### config.mk
export PLATFORM = sky130hd
export DESIGN_NAME = graphene_ref_scheduler
export DESIGN_NICKNAME = d
export VERILOG_FILES = /design/src/rtl/graphene_ref_scheduler.sv
export SDC_FILE = /design/constraint.sdc
export NUM_CORES = 1
export LEC_CHECK = 0
export ABC_AREA = 1
export CORE_MARGIN = 5
export CORE_UTILIZATION = 55
export DETAILED_ROUTE_END_ITERATION = 10
export PLACE_DENSITY = 0.78
export REMOVE_ABC_BUFFERS = 1
export SYNTH_ARGS = -nofsm -noshare
export SYNTH_HDL_FRONTEND = slang
export SYNTH_SLANG_ARGS = --single-unit
### constraint.sdc
create_clock -name clk -period 4.55 [get_ports clk]
set_clock_uncertainty 0.2 [all_clocks]
set_input_delay 0.6825 -clock clk [delete_from_list [all_inputs] [get_ports clk]]
set_output_delay 0.6825 -clock clk [all_outputs]
set_load 0.02 [all_outputs]
### src/rtl/graphene_ref_scheduler.sv
// graphene_ref_scheduler: sequences host row activations into a Graphene-style
// aggressor tracker, captures aggressor rows flagged by the tracker into a small
// victim FIFO, and issues targeted refreshes to the two neighbouring rows of each
// captured aggressor. A free-running refresh-window counter periodically resets
// the tracker between activations.
//
// Ports:
//   clk, reset_n                 clock and asynchronous active-low reset
//   act_valid/act_ready/act_addr host activation handshake and row
//   trk_act_addr                 row currently presented to the tracker
//   trk_reset                    tracker synchronous reset (window restart or reset_n low)
//   trk_ref_read_en              tracker park / alert-clear strobe
//   trk_alert, trk_ref_addr      tracker alert and the aggressor row it reports
//   trr_valid/trr_ready/trr_row  targeted-refresh request handshake and victim row
//   alert_count                  saturating count of captured aggressors
module graphene_ref_scheduler #(
  parameter int unsigned             ADDRESS_SIZE  = 16,
  parameter int unsigned             FIFO_DEPTH    = 4,
  parameter logic [31:0]             WINDOW_CYCLES = 32'd1000000,
  parameter logic [ADDRESS_SIZE-1:0] ROW_MAX       = 16'hFFFF
) (
  input  logic                    clk,
  input  logic                    reset_n,
  input  logic                    act_valid,
  output logic                    act_ready,
  input  logic [ADDRESS_SIZE-1:0] act_addr,
  output logic [ADDRESS_SIZE-1:0] trk_act_addr,
  output logic                    trk_reset,
  output logic                    trk_ref_read_en,
  input  logic                    trk_alert,
  input  logic [ADDRESS_SIZE-1:0] trk_ref_addr,
  output logic                    trr_valid,
  input  logic                    trr_ready,
  output logic [ADDRESS_SIZE-1:0] trr_row,
  output logic [15:0]             alert_count
);

  localparam int unsigned             PtrW   = $clog2(FIFO_DEPTH);
  localparam logic [ADDRESS_SIZE-1:0] RowOne = ADDRESS_SIZE'(1);

  typedef enum logic [2:0] {
    StSettle,
    StPark,
    StAct,
    StD1,
    StD2,
    StCheck,
    StWinRst
  } state_e;

  typedef enum logic [1:0] {
    IsIdle,
    IsLow,
    IsHigh
  } iss_e;

  state_e                  state_q, state_d;
  iss_e                    iss_q, iss_d;
  logic [ADDRESS_SIZE-1:0] act_addr_q, act_addr_d;
  logic [31:0]             win_cnt_q, win_cnt_d;
  logic                    win_pending_q, win_pending_d;
  logic [15:0]             alert_cnt_q, alert_cnt_d;
  logic [ADDRESS_SIZE-1:0] trr_row_q, trr_row_d;
  logic [PtrW:0]           wr_ptr_q, wr_ptr_d;
  logic [PtrW:0]           rd_ptr_q, rd_ptr_d;
  logic [ADDRESS_SIZE-1:0] fifo_mem_q [FIFO_DEPTH];

  logic                    act_accept;
  logic                    alert_capture;
  logic                    fifo_push;
  logic                    fifo_pop;
  logic                    fifo_full;
  logic                    fifo_empty;
  logic                    win_hit;
  logic [ADDRESS_SIZE-1:0] head_row;

  // Extra pointer MSB distinguishes full from empty when the index bits match.
  assign fifo_empty = (wr_ptr_q == rd_ptr_q);
  assign fifo_full  = (wr_ptr_q[PtrW-1:0] == rd_ptr_q[PtrW-1:0]) &&
                      (wr_ptr_q[PtrW] != rd_ptr_q[PtrW]);
  assign head_row   = fifo_mem_q[rd_ptr_q[PtrW-1:0]];

  // ---------------------------------------------------------------------------
  // Sequencing FSM: next state and tracker-facing outputs
  // ---------------------------------------------------------------------------
  always_comb begin
    state_d         = state_q;
    act_ready       = 1'b0;
    act_accept      = 1'b0;
    trk_ref_read_en = 1'b0;
    alert_capture   = 1'b0;
    act_addr_d      = act_addr_q;

    unique case (state_q)
      StSettle: begin
        trk_ref_read_en = 1'b1;
        state_d         = StPark;
      end
      StPark: begin
        // Pending window restart and a full FIFO both block new activations,
        // so every accepted activation has a free FIFO slot for its CHECK.
        act_ready       = !fifo_full && !win_pending_q;
        act_accept      = act_valid && act_ready;
        trk_ref_read_en = !act_accept;
        if (act_accept) begin
          act_addr_d = act_addr;
          state_d    = StAct;
        end else if (win_pending_q) begin
          state_d = StWinRst;
        end
      end
      StAct:    state_d = StD1;
      StD1:     state_d = StD2;
      StD2:     state_d = StCheck;
      StCheck: begin
        // read_en in this cycle also clears the tracker alert being captured.
        trk_ref_read_en = 1'b1;
        alert_capture   = trk_alert;
        state_d         = StPark;
      end
      StWinRst: state_d = StSettle;
      default:  state_d = StSettle;
    endcase
  end

  assign trk_reset    = (state_q == StWinRst) || !reset_n;
  assign trk_act_addr = act_addr_q;

  // ---------------------------------------------------------------------------
  // Refresh-window counter and alert counter
  // ---------------------------------------------------------------------------
  assign win_hit = (win_cnt_q == WINDOW_CYCLES - 32'd1);

  always_comb begin
    win_cnt_d     = win_hit ? 32'd0 : win_cnt_q + 32'd1;
    win_pending_d = win_pending_q;
    // A new window boundary wins over the clear from the WIN_RST just leaving.
    if (win_hit) begin
      win_pending_d = 1'b1;
    end else if (state_q == StWinRst) begin
      win_pending_d = 1'b0;
    end
  end

  always_comb begin
    alert_cnt_d = alert_cnt_q;
    if (alert_capture && (alert_cnt_q != 16'hFFFF)) begin
      alert_cnt_d = alert_cnt_q + 16'd1;
    end
  end

  assign alert_count = alert_cnt_q;

  // ---------------------------------------------------------------------------
  // Victim FIFO pointers
  // ---------------------------------------------------------------------------
  assign fifo_push = alert_capture && !fifo_full;

  always_comb begin
    wr_ptr_d = wr_ptr_q;
    rd_ptr_d = rd_ptr_q;
    if (fifo_push) wr_ptr_d = wr_ptr_q + 1'b1;
    if (fifo_pop)  rd_ptr_d = rd_ptr_q + 1'b1;
  end

  always_ff @(posedge clk) begin
    if (fifo_push) begin
      fifo_mem_q[wr_ptr_q[PtrW-1:0]] <= trk_ref_addr;
    end
  end

  // ---------------------------------------------------------------------------
  // Refresh issuer: works on the FIFO head in place and pops it only once the
  // last neighbour request for that aggressor has been accepted.
  // ---------------------------------------------------------------------------
  always_comb begin
    iss_d     = iss_q;
    trr_row_d = trr_row_q;
    fifo_pop  = 1'b0;

    unique case (iss_q)
      IsIdle: begin
        if (!fifo_empty) begin
          if (head_row != '0) begin
            iss_d     = IsLow;
            trr_row_d = head_row - RowOne;
          end else if (head_row != ROW_MAX) begin
            iss_d     = IsHigh;
            trr_row_d = head_row + RowOne;
          end else begin
            fifo_pop = 1'b1;
          end
        end
      end
      IsLow: begin
        if (trr_ready) begin
          if (head_row != ROW_MAX) begin
            iss_d     = IsHigh;
            trr_row_d = head_row + RowOne;
          end else begin
            iss_d    = IsIdle;
            fifo_pop = 1'b1;
          end
        end
      end
      IsHigh: begin
        if (trr_ready) begin
          iss_d    = IsIdle;
          fifo_pop = 1'b1;
        end
      end
      default: iss_d = IsIdle;
    endcase
  end

  assign trr_valid = (iss_q != IsIdle);
  assign trr_row   = trr_row_q;

  // ---------------------------------------------------------------------------
  // State registers
  // ---------------------------------------------------------------------------
  always_ff @(posedge clk or negedge reset_n) begin
    if (!reset_n) begin
      state_q       <= StSettle;
      iss_q         <= IsIdle;
      act_addr_q    <= '0;
      win_cnt_q     <= 32'd0;
      win_pending_q <= 1'b0;
      alert_cnt_q   <= 16'd0;
      trr_row_q     <= '0;
      wr_ptr_q      <= '0;
      rd_ptr_q      <= '0;
    end else begin
      state_q       <= state_d;
      iss_q         <= iss_d;
      act_addr_q    <= act_addr_d;
      win_cnt_q     <= win_cnt_d;
      win_pending_q <= win_pending_d;
      alert_cnt_q   <= alert_cnt_d;
      trr_row_q     <= trr_row_d;
      wr_ptr_q      <= wr_ptr_d;
      rd_ptr_q      <= rd_ptr_d;
    end
  end

endmodule

Yosys cells after proc, flatten, opt, wreduce, memory -nomap -nowiden --
Memory sizes are Yosys's and may differ from the RTL's. Index checks and enable logic that the tools add are counted.
Storage, ports and cells: memories 1, flip-flop bits (word level) 92, bits of input ports 37, RAM bits 64
Cells by class: equality and inequality tests 19, reduce and logical (&&, ||, !) cells 20, muxes and demuxes 29, add/sub/neg operators 6
Memories:
- fifo_mem_q | words 4, width 16, read ports 1, clocked after memory_dff 0, wr ports 1, line 66 | logic [ADDRESS_SIZE-1:0] fifo_mem_q [FIFO_DEPTH];
Operator list (count):
- two-way mux 16 bit | 4
- adder 16 x 1 -> 16 bit (second input constant) | 2
- adder 32 x 1 -> 32 bit (second input constant) | 1
- equality test 32 x 20 -> 1 bit (second input constant) | 1
- two-way mux 32 bit | 1
- != test 16 bit (second input constant) | 2
- case mux 16 bit (2 select lines) | 1
- nonzero test 16 bit | 1
- subtractor 16 x 1 -> 16 bit (second input constant) | 1
- case mux 3 bit (5 select lines) | 1
- two-way mux 2 bit | 6
- two-way mux 1 bit | 11
- equality test 3 bit (second input constant) | 3
- adder 3 x 1 -> 3 bit (second input constant) | 2
- equality test 3 x 2 -> 1 bit (second input constant) | 2
- two-way mux 3 bit | 2
- != test 2 bit (second input constant) | 3
- != test 3 bit (second input constant) | 2
- case mux 2 bit (3 select lines) | 1
- nonzero test 2 bit | 3
- logical AND 1 bit | 5
- zero test 1 bit | 4
- AND reduction 4 bit | 1
- equality test 3 x 1 -> 1 bit (second input constant) | 1
- other kinds (13) | 13

Longest topological paths before layout --
Gate-level depths: netlist of the first run.
depth in word-level cells 7, mapped depth 18, depth with buffers taken out 16

Least setup slack after synthesis of the first run --
Ideal clock, no wire load.
kind register to register, from reg rd_ptr_q[0], to mem fifo_mem_q[3][0], enable pin, library setup time 391 ps, stages on the path, launching flop included 8, path slack 2076 ps, clock period less this slack 2474 ps, arrival 1883 ps, path buffers 2, data required time 3959 ps, path through dfrtp_1 buf_6 buf_6 xor2_1 a21oi_1 nand2_1 nand2_1 nor2_1
On the way: cells in the longest elaborated chain, start to end 6
Ends and longest elaborated chain:
- start: declaration | line 65 | logic [PtrW:0] rd_ptr_q, rd_ptr_d;
- start signal: assignment | line 242 | rd_ptr_q <= rd_ptr_d;
- equality test 2 bit | line 79 | assign fifo_full = (wr_ptr_q[PtrW-1:0] == rd_ptr_q[PtrW-1:0]) &&
- logical AND 1 bit | line 79
- zero test 1 bit | line 157 | assign fifo_push = alert_capture && !fifo_full;
- logical AND 1 bit | line 157
- two-way mux 1 bit | line 167 | if (fifo_push) begin
- two-way mux 1 bit (not written as such) | line 168 | fifo_mem_q[wr_ptr_q[PtrW-1:0]] <= trk_ref_addr;
- end: declaration | line 66
No other way between the ends.

Final worst setup path of the first run --
from reg rd_ptr_q[1], to out trk_ref_read_en
On the way: cells in the longest elaborated chain, start to end 7
Ends and longest elaborated chain:
- equality test 2 bit | line 79
- logical AND 1 bit | line 79
- zero test 1 bit | line 102 | act_ready = !fifo_full && !win_pending_q;
- logical AND 1 bit | line 102
- logical AND 1 bit | line 103 | act_accept = act_valid && act_ready;
- zero test 1 bit | line 104 | trk_ref_read_en = !act_accept;
- case mux 1 bit (2 select lines) | line 94 | unique case (state_q)
- end: declaration | line 29 | output logic trk_ref_read_en,
No other way between the ends.

==> summary.txt, run 1 <==
Die Ht -> 132.4 µm
port bufs -> 88
final net count -> 1,087
Tot Pwr -> 6.081 mW
GR Util met2 -> 38.94%
MaxCap Viol Count -> 0
die area -> 0.01754 mm²
initial core utilization -> 56.31%
vias per inst -> 5.382
CTS Buffer Depth -> 2
# H-tree levels -> 4
Mean Syn Cell Area -> 8.753 µm²
TritonCTS clock tree -> done
Distinct cells, synth -> 44
Pre-antenna DRT Iters -> 5
Pleak -> 4.359 nW
most frequent cells in the layout -> nand2_1 (261), nand3_1 (99), inv_1 (95)
final instance area -> 0.009847 mm²
Final period util -> 84.87%
relative slew slack -> 45.64%
CP required -> 3.67 ns
Area Growth Syn to Fin -> 19.42%
antenna cells -> 0
vias in the first global route -> 6,512
#FFs+latches synth -> 156
worst-path fanout max -> 21
instance count of the mapped netlist -> 942
minimum clock period -> 3.861 ns
PD cells -> 617.6 mW/mm²
initial antenna violation count -> 1
main flop type after synthesis -> dfrtp_1
Arr. time, crit path -> 2.98 ns
DP Wirelength -> 13,200 µm
GR Util met1 -> 29.08%
gpl congestion -> 0.9038
first-pass GRT wire length -> 32,150 µm
RSZ-0062 raised after global routing -> false
Setup Fix Bufs, Post-CTS -> 0
core box area -> 0.01464 mm²
total CTS buffers -> 17
WL final -> 19,180 µm
kind of critical path -> flip-flop to primary output
post-CTS sizing -> 0
Die W -> 132.4 µm
share of cells above drive strength 1 -> 9.592%
EDFF count, synth -> 64
DR DRC count -> 0
overall routing resource usage -> 22.77%
sequential element share of the synthesized area -> 51.23%
commonest non-fill, non-tap cell in the layout -> nand2_1
post-synth top area cell -> dfrtp_1
Synth area leaders -> dfrtp_1 (28%), edfxtp_1 (23%), nand2_1 (12%), nand3_1 (6.0%), inv_1 (4.3%)
setup TNS -> 0 ns
clk sinks -> 156
Synth top area share -> 27.92%
CP Launch Type -> flip-flop
CP Capture Type -> primary output
DR WL/cell -> 15.50 µm
ys async rst share -> 58.97%
clk_lat worst skew -> 0.43 ns
IO Count -> 89
GRT Max-Usage Layer -> met2
Vias -> 6,657
Root Buffer -> clkbuf_16
final hold vios -> 0
fmax -> 259.0 MHz
worst-margin pin slew -> 0.8154 ns
# rows -> 44
placed cell areas -> 0.009271 mm²
Max Slew Vio Count -> 0
Hold WC Path Type -> primary input to asynchronous set/reset pin
met3 Resource Use GR -> 4.973%
final setup vio count -> 0
aggregate global routing overflow -> 0
Worst-path clk slew -> 0.07 ns
Detail Route Antenna Nets -> 0
CTS Hold Buffers Added -> 0
Max IR drop VDD -> 0.4061 mV
largest net degree at the start of global routing -> 57
drt first-iter violations -> 538
status -> completed
Mapped Area -> 0.008245 mm²
yosys warns -> 0
where the power goes:
| part | switching, mW | leakage, nW | internal (mW) | total (mW) |
|---|---|---|---|---|
| Combinational | 1.76 | 2.34 | 0.993 | 2.76 |
| Sequential | 0.206 | 1.75 | 1.73 | 1.93 |
| Clock | 0.586 | 0.269 | 0.807 | 1.39 |
kinds of logic after synthesis:
group / share of synthesized area (%)
fa+ha+maj: 1.517
buf+inv: 6.373
simple gates: 30.24
compound gates: 3.581
flops: 51.23
mux: 2.185
xor+xnor: 4.871
flip-flops by register name, summed over array words and instances, names as in the netlist, 2 cells and up:
name          cells
fifo_mem_q       64
wr_ptr_q          3
trk_act_addr     16
trr_row          16
iss_q             2
win_cnt_q        32
state_q           3
rd_ptr_q          3
alert_count      16
metal layers:
metal / part of all wire, % / vias up
met3: 5.1 / 28
met5: 0.094 / -
met4: 1.5 / 2
met1: 43 / 3125
li1: - / 3286
met2: 50 / 216
area by class of cell:
cell class	instances	area [µm²]
multi-input combinational	668	3496
sequential	156	4224
timing repair buffer	95	930.9
clock inverter	14	146.4
tap	184	230.2
inverter	102	390.4
clock buffer	18	429.2
fill	1183	4797
critical path, stage by stage, from the launching register on:
cell	delay, ns
dfrtp_1	0.69
inv_1	0.14
buf_4	0.28
nand2_1	0.08
a21oi_1	0.24
nand2_1	0.16
nand3_2	0.14
nand2_1	0.08
o211ai_1	0.10
clkdlybuf4s50_1	0.63
cell usage after synthesis, types with 6 or more instances:
| library cell | count |
|---|---|
| mux2_2 | 11 |
| a21oi_1 | 14 |
| o21ai_0 | 18 |
| o21ai_1 | 6 |
| ha_1 | 10 |
| dfrtp_1 | 92 |
| nand4_1 | 22 |
| xor2_1 | 32 |
| xnor2_1 | 12 |
| nand2_2 | 20 |
| nor3_1 | 22 |
| nand2_1 | 261 |
| nor2_1 | 85 |
| nand3_1 | 99 |
| nor4_1 | 10 |
| buf_6 | 7 |
| inv_1 | 95 |
| nor2_2 | 8 |
| edfxtp_1 | 64 |
final timing paths:
check	start	end	slack, ns	depth (start not counted)
min in group clk	win_cnt_q[0]$_DFF_PN0_	win_cnt_q[0]$_DFF_PN0_	0.26	1
worst max-delay path	rd_ptr_q[1]$_DFFE_PN0P_	trk_ref_read_en	0.69	9
worst min register to register	win_cnt_q[0]$_DFF_PN0_	win_cnt_q[0]$_DFF_PN0_	0.26	1
worst max register to register	rd_ptr_q[1]$_DFFE_PN0P_	trr_row[13]$_DFFE_PN0P_	1.25	15
worst min-delay path	reset_n	rd_ptr_q[1]$_DFFE_PN0P_	0.01	1
max in group asynchronous	reset_n	win_cnt_q[18]$_DFF_PN0_	3.04	2
per-stage QoR:
step	worst slack (ns)	util (%)	hold WS (ns)	cells
2_1_floorplan	1.721	-	0.1869	926
3_3_place_gp	1.191	63.31	0.2532	1205
3_5_place_dp	1.146	63.31	0.2639	1205
4_1_cts	0.6698	67.24	0.02035	1237
5_1_grt	0.4567	67.24	0.04232	1237
6_report	0.6885	67.24	0.01318	1237
Note: power is estimated with default switching activity, not from simulation.
==> inputs of run 2 (changes only) <==
==> constraint.sdc (replaced) <==
create_clock -name clk -period 3.65 [get_ports clk]
set_clock_uncertainty 0.2 [all_clocks]
set_input_delay 0.5475 -clock clk [delete_from_list [all_inputs] [get_ports clk]]
set_output_delay 0.5475 -clock clk [all_outputs]
set_load 0.02 [all_outputs]
==> run 2 against run 1 <==
Compared with the run above: power up 27%; register-to-register slack worse by 0.45 ns; worst hold slack better by 0.038 ns; non-clock buffer count up 5; critical path depth down 1; setup slack worse by 0.22 ns; sequential cell count unchanged; clock-buffer cell count up 1; utilization up 0.40 points; cell area up 0.60%; critical endpoint unchanged.
==> summary.txt, run 2 (synthesis results as in run 1) <==
Pleak -> 4.392 nW (+0.75%)
Pre-antenna DRT Iters -> 7 (+2)
gpl congestion -> 0.9435 (+4.4%)
Setup WS pre-CTS -> 0.8747 ns (-0.2709 ns)
drt first-iter violations -> 693 (+29%)
CTS Buffer Depth -> 2 (unchanged)
Worst-path clk slew -> 0.06 ns (about the same)
WL final -> 19,520 µm (+1.8%)
total CTS buffers -> 17 (unchanged)
final net count -> 1,092 (+0.46%)
antenna cells -> 0 (unchanged)
DR DRC count -> 0 (unchanged)
Hold WC Path Type -> primary input to asynchronous set/reset pin
post-CTS sizing -> 0 (unchanged)
Max IR drop VDD -> 0.4196 mV (+3.3%)
CP Capture Type -> primary output
PD cells -> 780.7 mW/mm² (+26%)
DP Wirelength -> 13,670 µm (+3.5%)
Area Growth Syn to Fin -> 20.14%
Die W -> 132.4 µm (unchanged)
DR WL/cell -> 15.72 µm (+1.4%)
final instance area -> 0.009906 mm² (+0.60%)
Arr. time, crit path -> 2.43 ns (-0.55 ns)
final hold vios -> 0 (unchanged)
Vias -> 6,761 (+1.6%)
die area -> 0.01754 mm² (unchanged)
fmax -> 314.3 MHz
# H-tree levels -> 4 (unchanged)
core box area -> 0.01464 mm² (unchanged)
RSZ-0062 raised after global routing -> false
worst-margin pin slew -> 0.6536 ns (-0.1618 ns)
Hold WS -> 0.05090 ns (+0.03772 ns)
Final period util -> 87.17%
worst-path fanout max -> 20 (-4.8%)
placed cell areas -> 0.009309 mm² (+0.40%)
relative slew slack -> 56.42% (+11 points)
Root Buffer -> clkbuf_16
clk_lat worst skew -> 0.43 ns (about the same)
Max Slew Vio Count -> 0 (unchanged)
largest net degree at the start of global routing -> 52 (-8.8%)
status -> completed
final core area utilization -> 67.64% (+0.40 points)
vias per inst -> 5.444 (+1.2%)
max reg flops -> 64 (unchanged)
Setup Fix Bufs, Post-CTS -> 0 (unchanged)
CP required -> 2.90 ns (-0.77 ns)
Die Ht -> 132.4 µm (unchanged)
port bufs -> 88 (unchanged)
kind of critical path -> flip-flop to primary output
CP Launch Type -> flip-flop
CTS Hold Buffers Added -> 0 (unchanged)
minimum clock period -> 3.182 ns
initial core utilization -> 56.31% (unchanged)
TritonCTS clock tree -> done
most frequent cells in the layout -> nand2_1 (261), nand3_1 (99), inv_1 (95)
final setup vio count -> 0 (unchanged)
Detail Route Antenna Nets -> 0 (unchanged)
aggregate global routing overflow -> 0 (unchanged)
share of cells above drive strength 1 -> 10.02% (+0.43 points)
# rows -> 44 (unchanged)
vias in the first global route -> 6,648 (+2.1%)
Final WS setup -> 0.4683 ns (-0.2203 ns)
IO Count -> 89 (unchanged)
first-pass GRT wire length -> 32,750 µm (+1.9%)
overall routing resource usage -> 23.12% (+0.35 points)
MaxCap Viol Count -> 0 (unchanged)
setup TNS -> 0 ns (unchanged)
clk sinks -> 156 (unchanged)
initial antenna violation count -> 1 (unchanged)
commonest non-fill, non-tap cell in the layout -> nand2_1
==> run 2: routing by layer <==
| metal | vias up | GRT usage [%] | share of wire (%) |
|---|---|---|---|
| met5 | - | 0 | 0.036 |
| met2 | 246 | 38.83 | 50 |
| met4 | 2 | 6.986 | 1.7 |
| met3 | 39 | 5.163 | 5.9 |
| met1 | 3184 | 30.15 | 42 |
| li1 | 3290 | - | - |
==> run 2: critical path, cell delays in order, from the launching register on <==
cell	delay (ns)
dfrtp_1	0.34
buf_4	0.26
nand2_1	0.09
a21oi_1	0.21
nand2_1	0.15
nand3_2	0.13
nand2_1	0.08
o211ai_1	0.10
clkdlybuf4s50_1	0.63
==> run 2: report_power, final <==
| part | internal [mW] | switching (mW) |
|---|---|---|
| Combinational | 1.27 | 2.27 |
| Sequential | 2.15 | 0.236 |
| Clock | 1.08 | 0.721 |
| Total | 4.50 | 3.23 |
==> run 2: metrics by stage <==
stage                     std cells  power [mW]
after floorplan                 926       4.684
after global placement         1210       5.846
after detailed placement       1210       5.919
after CTS                      1242       7.756
after global routing           1242       8.278
final                          1242       7.733
==> run 2: worst paths after layout <==
path / start / to / slack, ns / depth (start not counted)
worst max-delay path: rd_ptr_q[1]$_DFFE_PN0P_ / trk_ref_read_en / 0.47 / 8
worst min-delay path: reset_n / trr_row[15]$_DFFE_PN0P_ / 0.05 / 2
worst max register to register: rd_ptr_q[0]$_DFFE_PN0P_ / trr_row[0]$_DFFE_PN0P_ / 0.80 / 15
worst min register to register: win_cnt_q[0]$_DFF_PN0_ / win_cnt_q[0]$_DFF_PN0_ / 0.27 / 1
max in group asynchronous: reset_n / alert_count[5]$_DFFE_PN0P_ / 2.12 / 3
min in group clk: win_cnt_q[0]$_DFF_PN0_ / win_cnt_q[0]$_DFF_PN0_ / 0.27 / 1
==> run 2: final cells by class <==
class | instances | area (µm²)
Fill cell | 1155 | 4738
Sequential cell | 156 | 4224
Multi-Input combinational cell | 668 | 3496
Timing Repair Buffer | 100 | 968.4
Clock buffer | 19 | 432.9
Inverter | 102 | 390.4
Tap cell | 184 | 230.2
Clock inverter | 13 | 163.9
==> inputs of run 3 (changes only) <==
--- a/config.mk
+++ b/config.mk
@@ -9,7 +9,7 @@
 export CORE_MARGIN = 5
 export CORE_UTILIZATION = 55
 export DETAILED_ROUTE_END_ITERATION = 10
-export PLACE_DENSITY = 0.78
+export PLACE_DENSITY = 0.8
 export REMOVE_ABC_BUFFERS = 1
 export SYNTH_ARGS = -nofsm -noshare
 export SYNTH_HDL_FRONTEND = slang
==> run 3 against run 2 <==
Compared with the run above: clock power fell by 3%; worst hold slack improved by 0.024 ns; critical endpoint unchanged; maximum frequency fell by 0.99%; largest cell class unchanged.
==> summary.txt, run 3 (synthesis results as in run 1) <==
cells along the critical path -> inv_1, buf_4, nand2_1, a21oi_1, nand2_1, nand3_2, nand2_1, o211ai_1, clkdlybuf4s50_1
die area -> 0.01754 mm² (unchanged)
final hold vios -> 0 (unchanged)
vias in the first global route -> 6,714 (+0.99%)
Detail Route Antenna Nets -> 0 (unchanged)
crit-path max cell delay -> 0.64 ns (about the same)
core box area -> 0.01464 mm² (unchanged)
final core area utilization -> 67.62% (about the same)
kind of critical path -> flip-flop to primary output
Final period util -> 88.04% (+0.87 points)
Worst R2R Path Depth -> 16 (+1)
most frequent cells in the layout -> nand2_1 (261), nand3_1 (99), inv_1 (95)
PD cells -> 777.0 mW/mm² (-0.47%)
initial antenna violation count -> 1 (unchanged)
critical path's slowest cell -> clkdlybuf4s50_1
antenna cells -> 0 (unchanged)
Root Buffer -> clkbuf_16
Max Slew Vio Count -> 0 (unchanged)
final net count -> 1,093 (+0.092%)
RR Endpoint -> trr_row[2]$_DFFE_PN0P_
Final WS setup -> 0.4365 ns (-0.03179 ns)
DR DRC count -> 0 (unchanged)
max reg flops -> 64 (unchanged)
DP Wirelength -> 13,560 µm (-0.77%)
# H-tree levels -> 4 (unchanged)
# rows -> 44 (unchanged)
DR WL/cell -> 15.53 µm (-1.2%)
Area Growth Syn to Fin -> 20.09% (about the same)
Setup Fix Bufs, Post-CTS -> 0 (unchanged)
Max IR drop VDD -> 0.4033 mV (-3.9%)
worst-margin pin slew -> 0.6158 ns (-0.03778 ns)
Placed Cells -> 1,211 (+0.083%)
largest net degree at the start of global routing -> 49 (-5.8%)
gpl congestion -> 0.9251 (-2.0%)
commonest non-fill, non-tap cell in the layout -> nand2_1
vias per inst -> 5.437 (-0.12%)
worst-path fanout max -> 10 (-50%)
WL final -> 19,300 µm (-1.1%)
final instance area -> 0.009902 mm² (about the same)
final setup vio count -> 0 (unchanged)
placed cell areas -> 0.009316 mm² (about the same)
Die Ht -> 132.4 µm (unchanged)
post-CTS sizing -> 0 (unchanged)
clk sinks -> 156 (unchanged)
IO Count -> 89 (unchanged)
overall routing resource usage -> 22.90% (-0.22 points)
port bufs -> 88 (unchanged)
CP required -> 2.90 ns (about the same)
Arr. time, crit path -> 2.47 ns (+0.04 ns)
Die W -> 132.4 µm (unchanged)
minimum clock period -> 3.214 ns (+0.03179 ns)
CTS Buffer Depth -> 2 (unchanged)
FF-to-FF setup slack -> 0.83 ns (+0.03 ns)
total CTS buffers -> 17 (unchanged)
setup TNS -> 0 ns (unchanged)
CP Launch Type -> flip-flop
Worst-path clk slew -> 0.06 ns (about the same)
share of cells above drive strength 1 -> 10.01% (about the same)
Pleak -> 4.408 nW (+0.37%)
status -> completed
drt first-iter violations -> 530 (-24%)
Vias -> 6,758 (-0.044%)
Hold WC Path Type -> primary input to asynchronous set/reset pin
Layout Cells excl Fill -> 1,243 (+0.081%)
Tot Pwr -> 7.694 mW (-0.51%)
RSZ-0062 raised after global routing -> false
MaxCap Viol Count -> 0 (unchanged)
fmax -> 311.2 MHz (-0.99%)
worst r2r src -> rd_ptr_q[0]$_DFFE_PN0P_
initial core utilization -> 56.31% (unchanged)
first-pass GRT wire length -> 32,620 µm (-0.38%)
CTS Hold Buffers Added -> 0 (unchanged)
most frequent CP cell -> nand2_1
aggregate global routing overflow -> 0 (unchanged)
TritonCTS clock tree -> done
CP Capture Type -> primary output
clk_lat worst skew -> 0.43 ns (about the same)
relative slew slack -> 58.94% (+2.5 points)
Setup WS pre-CTS -> 0.8601 ns (-0.01462 ns)
Hold WS -> 0.07477 ns (+0.02387 ns)
Pre-antenna DRT Iters -> 7 (unchanged)
## run 3: changes by cell type in the layout (fill, tap and decap cells not counted), sizes merged
cell | previous run | this run
clkinvlp | 4 | 0
clkinv | 7 | 12
buf | 13 | 14
clkbuf | 19 | 20
inv | 101 | 99
## run 3: power breakdown
group / internal (mW) / total [mW] / switching (mW)
logic: 1.28 / 3.55 / 2.27
clock network: 1.07 / 1.75 / 0.683
registers: 2.15 / 2.39 / 0.234
## run 3: worst max-delay path by stage
stage | startpoint | to | slack [ns] | cells after the start
4_1_cts | rd_ptr_q[1]$_DFFE_PN0P_ | trk_ref_read_en | 0.40 | 9
3_3_place_gp | trr_ready | trr_row[0]$_DFFE_PN0P_ | 0.85 | 8
2_1_floorplan | rd_ptr_q[0]$_DFFE_PN0P_ | fifo_mem_q[3][0]$_DFFE_PP_ | 0.82 | 5
3_5_place_dp | trr_ready | trr_row[0]$_DFFE_PN0P_ | 0.86 | 8
5_1_grt | rd_ptr_q[1]$_DFFE_PN0P_ | trk_ref_read_en | 0.23 | 9
6_report | rd_ptr_q[1]$_DFFE_PN0P_ | trk_ref_read_en | 0.44 | 9
## run 3: area by class of cell
class | count | area [µm²]
fillers | 1154 | 4742
well taps | 184 | 230.2
clock buffers | 20 | 436.7
inverters | 102 | 390.4
multi-input cells | 668 | 3496
flip-flops and latches | 156 | 4224
clock inverters | 12 | 148.9
repair buffers | 101 | 975.9
## run 3: worst max-delay path: cells and delay by family, from the launching register on
kind / cells / cell delay (ns)
compound gates: 2 / 0.31
buf+inv: 3 / 0.91
simple gates: 4 / 0.43
flops: 1 / 0.38
## run 3: per-layer routing
| metal | vias to the layer above | track usage [%] | part of all wire [%] | wire length, µm |
|---|---|---|---|---|
| met1 | 3163 | 29.26 | 43 | 8245 |
| met5 | - | 0 | 0.10 | 20 |
| met2 | 259 | 38.54 | 49 | 9489 |
| met4 | 2 | 8.372 | 2.5 | 492 |
| li1 | 3291 | - | - | - |
| met3 | 43 | 5.011 | 5.5 | 1055 |
